**src/rtl/cpu_pkg.sv**
```systemverilog
// Shared CPU definitions: opcode width, branch condition codes, fetch FSM states.
// Latency: n/a (types and constants only).
// Backpressure: n/a.
package cpu_pkg;

    localparam int OPCODE_W    = 5;
    localparam int CPU_INSTR_W = 16;

    typedef enum logic [1:0] {
        BR_ALWAYS = 2'd0,
        BR_Z      = 2'd1,
        BR_N      = 2'd2,
        BR_NEVER  = 2'd3
    } br_cond_t;

    typedef enum logic [1:0] {
        ST_IDLE  = 2'd0,
        ST_FETCH = 2'd1,
        ST_WAIT  = 2'd2,
        ST_EXEC  = 2'd3
    } fetch_state_t;

endpackage

```
**src/rtl/fetch_unit_if.sv**
```systemverilog
// Instruction memory read port shared between fetch_unit and the memory.
// Latency: read data is valid exactly one cycle after i_rd.
// Backpressure: none; the memory has no wait states.
// Ports: i_addr/i_rd driven by the fetch side (master), i_rddata by memory (slave).
interface fetch_unit_if #(
    parameter int ADDR_W  = 16,
    parameter int INSTR_W = 16
);
    logic [ADDR_W-1:0]  i_addr;
    logic               i_rd;
    logic [INSTR_W-1:0] i_rddata;

    modport master (output i_addr, output i_rd, input  i_rddata);
    modport slave  (input  i_addr, input  i_rd, output i_rddata);
endinterface

```
**src/rtl/fetch_unit_branch_resolve.sv**
```systemverilog
// Branch resolution: taken decision and next PC from flags and decoder controls.
// Latency: purely combinational.
// Backpressure: none.
// Ports: pc/flags/controls in; pc_plus2, taken, next_pc out.
module branch_resolve
    import cpu_pkg::*;
#(
    parameter int ADDR_W = 16
) (
    input  logic [ADDR_W-1:0] pc,
    input  logic              n_flag,
    input  logic              z_flag,
    input  logic              pc_src,
    input  logic              br_src,
    input  br_cond_t          br_cond,
    input  logic [ADDR_W-1:0] rd1,
    input  logic [ADDR_W-1:0] imm_ext,
    output logic [ADDR_W-1:0] pc_plus2,
    output logic              taken,
    output logic [ADDR_W-1:0] next_pc
);
    logic              cond_ok;
    logic [ADDR_W-1:0] target;

    always_comb begin
        pc_plus2 = pc + ADDR_W'(2);

        cond_ok = 1'b0;
        case (br_cond)
            BR_ALWAYS: cond_ok = 1'b1;
            BR_Z:      cond_ok = z_flag;
            BR_N:      cond_ok = n_flag;
            default:   cond_ok = 1'b0;
        endcase

        // pc_src=1 means sequential, so only pc_src=0 can branch.
        taken = !pc_src && cond_ok;

        // Additions wrap naturally; bit 0 cleared so the PC stays halfword aligned.
        target    = br_src ? (pc_plus2 + imm_ext) : rd1;
        target[0] = 1'b0;

        next_pc = taken ? target : pc_plus2;
    end
endmodule

```
**src/rtl/fetch_unit.sv**
```systemverilog
// Fetch/PC-sequencing stage: owns PC, IR and N/Z flags; one instruction per FETCH-WAIT-EXEC.
// Latency: 3 cycles per unstalled instruction; first FETCH one cycle after reset release.
// Backpressure: stall holds EXEC (IR/PC stable, no commit) until released.
// Ports: clk/reset; mem (instruction read port); stall; ir/opcode/ir_valid/pc/pc_plus2 to
//        decode; PCSrc/BrSrc/BrCond/rd1/imm_ext branch controls; NZ/alu_result flag update;
//        n_flag/z_flag/taken status.
module fetch_unit
    import cpu_pkg::*;
#(
    parameter int                ADDR_W   = 16,
    parameter int                INSTR_W  = CPU_INSTR_W,
    parameter logic [ADDR_W-1:0] RESET_PC = 16'h0000
) (
    input  logic                 clk,
    input  logic                 reset,
    fetch_unit_if.master         mem,
    input  logic                 stall,
    output logic [INSTR_W-1:0]   ir,
    output logic [OPCODE_W-1:0]  opcode,
    output logic                 ir_valid,
    output logic [ADDR_W-1:0]    pc,
    output logic [ADDR_W-1:0]    pc_plus2,
    input  logic                 PCSrc,
    input  logic                 BrSrc,
    input  logic [1:0]           BrCond,
    input  logic [ADDR_W-1:0]    rd1,
    input  logic [ADDR_W-1:0]    imm_ext,
    input  logic                 NZ,
    input  logic [15:0]          alu_result,
    output logic                 n_flag,
    output logic                 z_flag,
    output logic                 taken
);
    fetch_state_t       state_q, state_d;
    logic [ADDR_W-1:0]  pc_q, pc_d;
    logic [INSTR_W-1:0] ir_q, ir_d;
    logic               n_q, n_d;
    logic               z_q, z_d;

    logic               br_taken;
    logic [ADDR_W-1:0]  next_pc;

    // Flags fed in are the pre-commit values, so an instruction's own NZ
    // update never influences its own branch.
    branch_resolve #(.ADDR_W(ADDR_W)) u_branch_resolve (
        .pc       (pc_q),
        .n_flag   (n_q),
        .z_flag   (z_q),
        .pc_src   (PCSrc),
        .br_src   (BrSrc),
        .br_cond  (br_cond_t'(BrCond)),
        .rd1      (rd1),
        .imm_ext  (imm_ext),
        .pc_plus2 (pc_plus2),
        .taken    (br_taken),
        .next_pc  (next_pc)
    );

    always_ff @(posedge clk or posedge reset) begin
        if (reset) begin
            state_q <= ST_IDLE;
            pc_q    <= RESET_PC;
            ir_q    <= '0;
            n_q     <= 1'b0;
            z_q     <= 1'b0;
        end else begin
            state_q <= state_d;
            pc_q    <= pc_d;
            ir_q    <= ir_d;
            n_q     <= n_d;
            z_q     <= z_d;
        end
    end

    always_comb begin
        state_d = state_q;
        pc_d    = pc_q;
        ir_d    = ir_q;
        n_d     = n_q;
        z_d     = z_q;

        case (state_q)
            ST_IDLE:  state_d = ST_FETCH;
            ST_FETCH: state_d = ST_WAIT;
            ST_WAIT: begin
                // Only place read data is captured: one cycle after i_rd.
                ir_d    = mem.i_rddata;
                state_d = ST_EXEC;
            end
            ST_EXEC: begin
                if (!stall) begin
                    pc_d = next_pc;
                    if (NZ) begin
                        z_d = (alu_result == 16'd0);
                        n_d = alu_result[15];
                    end
                    state_d = ST_FETCH;
                end
            end
            default:  state_d = ST_IDLE;
        endcase
    end

    assign mem.i_rd   = (state_q == ST_FETCH);
    assign mem.i_addr = pc_q;
    assign ir         = ir_q;
    assign opcode     = ir_q[OPCODE_W-1:0];
    assign ir_valid   = (state_q == ST_EXEC);
    assign pc         = pc_q;
    assign n_flag     = n_q;
    assign z_flag     = z_q;
    // Branch controls are only meaningful while an instruction is executing.
    assign taken      = ir_valid && br_taken;
endmodule

```
**src/flat_wrapper.sv**
```systemverilog
// flat-port wrapper written by rule: the top's interface ports become plain ports
module fetch_unit_flat import cpu_pkg::*;
#(
    parameter int                ADDR_W   = 16,
    parameter int                INSTR_W  = CPU_INSTR_W,
    parameter logic [ADDR_W-1:0] RESET_PC = 16'h0000
)
  (clk, reset, stall, ir, opcode, ir_valid, pc, pc_plus2, PCSrc, BrSrc, BrCond, rd1, imm_ext, NZ, alu_result, n_flag, z_flag, taken, mem_i_addr, mem_i_rd, mem_i_rddata);
  fetch_unit_if #(.ADDR_W(ADDR_W), .INSTR_W(INSTR_W)) mem_i ();
  input  logic clk;
  input  logic reset;
  input  logic stall;
  output logic [INSTR_W-1:0] ir;
  output logic [OPCODE_W-1:0] opcode;
  output logic ir_valid;
  output logic [ADDR_W-1:0] pc;
  output logic [ADDR_W-1:0] pc_plus2;
  input  logic PCSrc;
  input  logic BrSrc;
  input  logic [1:0] BrCond;
  input  logic [ADDR_W-1:0] rd1;
  input  logic [ADDR_W-1:0] imm_ext;
  input  logic NZ;
  input  logic [15:0] alu_result;
  output logic n_flag;
  output logic z_flag;
  output logic taken;
  output wire logic [$bits(mem_i.i_addr)-1:0] mem_i_addr;
  output wire logic [$bits(mem_i.i_rd)-1:0] mem_i_rd;
  input wire logic [$bits(mem_i.i_rddata)-1:0] mem_i_rddata;
  assign mem_i_addr = mem_i.i_addr;
  assign mem_i_rd = mem_i.i_rd;
  assign mem_i.i_rddata = mem_i_rddata;
  fetch_unit #(.ADDR_W(ADDR_W), .INSTR_W(INSTR_W), .RESET_PC(RESET_PC)) u_core (.clk(clk), .reset(reset), .mem(mem_i), .stall(stall), .ir(ir), .opcode(opcode), .ir_valid(ir_valid), .pc(pc), .pc_plus2(pc_plus2), .PCSrc(PCSrc), .BrSrc(BrSrc), .BrCond(BrCond), .rd1(rd1), .imm_ext(imm_ext), .NZ(NZ), .alu_result(alu_result), .n_flag(n_flag), .z_flag(z_flag), .taken(taken));
endmodule
```
**config.mk**
```make
export PLATFORM = sky130hd
export DESIGN_NAME = fetch_unit_flat
export DESIGN_NICKNAME = d
export VERILOG_FILES = /design/src/rtl/cpu_pkg.sv /design/src/rtl/fetch_unit_if.sv /design/src/rtl/fetch_unit_branch_resolve.sv /design/src/rtl/fetch_unit.sv /design/src/flat_wrapper.sv
export SDC_FILE = /design/constraint.sdc
export NUM_CORES = 1
export LEC_CHECK = 0
export CORE_MARGIN = 2
export CORE_UTILIZATION = 44
export DETAILED_ROUTE_END_ITERATION = 10
export GPL_TIMING_DRIVEN = 0
export PLACE_DENSITY = 0.83
export RECOVER_POWER = 50
export SLEW_MARGIN = 0
export SYNTH_ARGS = -nofsm -noshare
export SYNTH_HDL_FRONTEND = slang
export SYNTH_SLANG_ARGS = --single-unit
```
**constraint.sdc**
```tcl
create_clock -name clk -period 6.7 [get_ports clk]
set_input_delay 2.01 -clock clk [delete_from_list [all_inputs] [get_ports clk]]
set_output_delay 2.01 -clock clk [all_outputs]
set_load 0.005 [all_outputs]
```
* After elaboration in Yosys (flattened, before gate mapping)
Index checks and enable logic that the tools add are counted.
** Operators by class
- Eq/ne operators :: 6
- $add $sub $neg :: 2
- Bitwise logic cells :: 1
- Reduce and logical (&&, ||, !) cells :: 8
- Muxes and demuxes :: 5
** Operators with widths (number)
- $mux W16 :: 2
- $add A16 B16 Y16 :: 1
- $add A16 B2 Y16 const B :: 1
- $logic_not A16 Y1 :: 1
- $pmux W2 S4 :: 1
- $eq A2 B2 Y1 const B :: 3
- $eq A2 B1 Y1 const B :: 2
- $logic_not A2 Y1 :: 2
- $pmux W1 S3 :: 1
- $reduce_and A3 Y1 :: 1
- $logic_and A1 B1 Y1 :: 2
- $mux W2 :: 1
- $ne A2 B2 Y1 const B :: 1
- $reduce_and A2 Y1 :: 1
- $logic_not A1 Y1 :: 1
- $not A1 Y1 :: 1
** Word-level totals
- Word-level logic and storage cells :: 27
- Input bits :: 72
- Output and inout port bits :: 74
- Register bits :: 36

* Longest topological paths before layout
- Word-level depth :: 4
- Mapped depth :: 13
- Mapped depth without buffers :: 12

* By module
A second synthesis with hierarchy kept.
** Second synthesis, totals
- Cells, all modules :: 305
- Area, all modules :: 3069.2 um^2
** By module, submodules not included
- fetch_unit :: sequential area each 900.9 um^2, area each 1660.3 um^2, cells each 116, instances 1
- branch_resolve :: sequential area each 0.0 um^2, area each 1408.9 um^2, cells each 189, instances 1

* Worst setup path before layout
OpenSTA, ideal clock, no wires.
- Path type :: in2out
- Start point :: input port BrCond[0]
- End point :: output port taken
- Stages on the path :: 6
- Slack :: 1712 ps
- Path buffers :: 2
- Data required time :: 4690 ps
- Arrival :: 2978 ps
- Cell sequence :: nor2b_1 -> o22ai_1 -> nor2b_1 -> clkbuf_1 -> buf_2 -> and2_1
** Between the ends
- Longest elaborated chain between the ends :: 4
- Elaborated cells on any way between the ends :: 6
- Classes of those cells :: eq/ne (2); mux (1); reduce/logical (3)
** Ends and longest elaborated chain
- start, declared :: line flat_wrapper.sv:20 : input logic [1:0] BrCond;
- $eq A2 B2 Y1 (tied with other cells) :: line fetch_unit_branch_resolve.sv:29 : case (br_cond)
- $pmux W1 S3 (*) :: line fetch_unit_branch_resolve.sv:29
- $logic_and A1 B1 Y1 (*) :: line fetch_unit_branch_resolve.sv:37 : taken = !pc_src && cond_ok;
- $logic_and A1 B1 Y1 (*) :: line fetch_unit.sv:113 : assign taken = ir_valid && br_taken;
- end, declared :: line flat_wrapper.sv:27 : output logic taken;
Mark *: on every way between the ends. The rest lies on a longest branch, timed or not.

* Worst setup path after layout
Same ends and word-level chain as after synthesis.

==> flow_summary.toml <==
[sta]
slew_viol_final = 0
finalSetupViolCount = 0
fin_crit_ps = 6209
worst_slew_pin_slew_ps = 1394
relSlewSlack_pct = 6.936
finalClockSkew_ps = 12.58
finalCritPeriodShare_pct = 92.67
tns_ps = 0
rsz0062_at_grt = "false"
holdWs_ps = 500.7
finalHoldViolCount = 0
fmax_mhz = 161.1

[power_and_ir_drop]
power.total_uw = 1855
vdd_drop_max_v = 0.0002334
power_frac_seq_pct = 23.3
p_per_area_mw_per_mm2 = 408.2
clockPowerShare_pct = 10.9
p_leak_uw = 0.001930
intPower_uw = 1152
p_sw_share_pct = 37.90
switching_power_uw = 702.9
power_frac_comb_pct = 65.8

[logic_synthesis]
synth_top_cell_by_area = "dfrtp_1"
ys_ff_latch = 35
yosysUniqueCellTypes = 53
seq_area_frac_synth_pct = 29.98
yosysTopAreaCellShare_pct = 29.98
synth_edf_count = 0
synth_area_leaders = "dfrtp_1 30%, ha_1 9.4%, mux2_2 6.6%"
yosysWarnings = 0
synth_flop_cell = "dfrtp_1"
async_reset_ff_share_pct = 100.0
netlist_instances = 320
postSynthAreaPerCell_sq_um = 9.130
synthesis.area_sq_mm = 0.002922

[global_routing]
grt_pass1_vias = 2938
grt_pass1_wl_microns = 14080
grt_max_degree = 36
track_usage_pct = 23.82
antenna_found_initial = 0
grt_overflow = 0

[cts]
cts_resized = 0
cts_buffers = 5
ctsHoldBuffers = 0
post_cts_buffers = 0
clkLatencyLatePin_ps = 300
clk_pin_slew_ps = 70
htreeDepth = 2
root_buffer = "clkbuf_8"
cts_buffer_depth = 2
tritoncts = "built"
cts.sinks = 35

[route]
first_pass_iters = 4
vias = 2961
vias_per_cell = 5.413
top_layer = "met4"
detail_route.wl_per_cell_microns = 15.73
met1Wirelength_microns = 3529
wl_met3_microns = 692
wl_microns = 8606
route.met2.wl_microns = 4332
drtAntennaViolNets = 0
drc = 0
drt_iter0_drc = 145

[floorplan]
die_x_microns = 85.49
die-height_microns = 85.49
core_sq_mm = 0.006386
io_pins = 146
initial_core_util_pct = 45.75
rows = 29
dieArea_sq_mm = 0.007308

[finish]
nFillCells = 506
area_delta_synth_final_pct = 55.50
num_antenna_cells = 0
drive_above_1_share_pct = 13.19
multiInputGateArea_sq_mm = 0.001787
register_area_sq_um = 875.8
nets = 563

[place]
dp_hpwl_microns = 6898
placement.io_buffers = 140
gp_congestion = 0.7934

[worst_setup_path]
arrival_ps = 4200
worst_setup_path_start_kind = "primary input"
crit_path_end_kind = "output port"
critPathMaxFanout = 10
worstPathRequired_ps = 4690
crit_type = "in2out"

[run_status]
status = "completed"

[flow_run]
drv_cap = 0

[hold_path]
hold_path_class = "reg2reg"
-- registers in the layout (all words and copies together), names as in the netlist --
| signal | cells |
|---|---|
| u_core.mem.i_addr | 15 |
| u_core.n_flag | 1 |
| u_core.ir | 16 |
| u_core.state_q | 2 |
| u_core.z_flag | 1 |
-- critical path: stages --
cell and delay [ps]:
clkdlybuf4s50_1 420, nor2b_1 130, o22ai_1 190, nor2b_1 160, clkbuf_1 310, buf_2 310, and2_1 150, clkdlybuf4s50_1 510
-- layout make-up --
cell class                 count  area share (%)
buffer                        39           5.343
clock buffer                   6           1.818
tap                           77           2.121
timing repair buffer         140           30.85
sequential                    35           19.28
inverter                       6          0.4957
clock inverter                 2          0.7711
multi-input combinational    242           39.33
-- path summary, 6_finish.rpt --
check | startpoint | end | slack (ps) | depth (start not counted)
hold / removal | u_core.ir[11] | u_core.ir[11] | 500 | 1
max in group asynchronous | reset | u_core.mem.i_addr[4] | 3310 | 2
hold reg to reg | u_core.ir[11] | u_core.ir[11] | 500 | 1
setup reg to reg | u_core.mem.i_addr[3] | u_core.mem.i_addr[13] | 3560 | 13
setup / recovery | BrCond[0] | taken | 490 | 8
min in group asynchronous | reset | u_core.mem.i_addr[13] | 2560 | 2
-- through the flow --
stage	setup slack, ps	cell area, sq um	cells	util [%]
2_1_floorplan	1712	2929	322	-
3_3_place_gp	517.1	4427	539	69.32
3_5_place_dp	493.7	4427	539	69.32
4_1_cts	480.2	4544	547	71.16
5_1_grt	282.7	4543	547	71.14
6_report	490.9	4543	547	71.14
-- synthesized netlist by cell type, drive strengths merged, types with 3 or more instances --
cell,number
clkbuf,12
a211oi,3
ha,22
and3,6
a21o,5
xor2,12
a31oi,4
mux2,17
nand4,3
nand3,9
mux2i,3
nor2,15
nand3b,5
a21oi,23
a32oi,3
o22ai,3
inv,6
o31ai,3
nor3,4
buf,27
nor4,4
dfrtp,35
xnor2,15
and2,3
o21a,4
nor2b,4
or3,3
nand2,21
o21ai,25
-- per-layer routing --
layer	GRT usage [%]	up-vias
met5	0	-
met4	4.906	0
met3	4.864	5
met2	41.83	134
met1	30.32	1394
li1	-	1428
-- layout by cell type (no fill, tap or decap), types with 4 or more instances in the layout --
cell             instances
mux2_2                  17
nand2_1                 21
inv_1                    6
and3_1                   4
a21o_1                   5
xnor2_1                 15
o21a_1                   4
nand3_1                  9
clkbuf_8                 6
a31oi_1                  4
clkbuf_1                12
o21ai_1                  4
xor2_1                  11
buf_4                   25
nor3_1                   4
dlygate4sd3_1           33
nor4_1                   4
o21ai_0                 20
nand3b_1                 5
clkdlybuf4s50_1        107
nor2_1                  14
nor2b_1                  4
dfrtp_1                 35
ha_1                    22
a21oi_1                 23
-- power by group through the flow --
stage	Clock (uW)	Combinational, uW	Sequential (uW)
after floorplan	0	659	419
after global placement	0	1210	428
after detailed placement	0	1240	437
after CTS	204	1250	434
after global routing	215	1330	450
final	202	1220	432
-- cells by family (layout without fill, tap and decap cells) --
logic type                 count (synthesis)  count (layout)  share of synthesized area, %
AOI/OAI and AO/OA                         87              87                         19.74
xor gates and xnor gates                  27              27                         8.351
adders and majority gates                 22              22                         9.422
buffers and inverters                     45             193                         9.122
DFF                                       35              35                         29.98
muxes                                     20              20                         7.580
other                                      1               3                        0.1284
and+or+nand+nor                           83              83                         15.67
(Power assumes the default switching activity.)
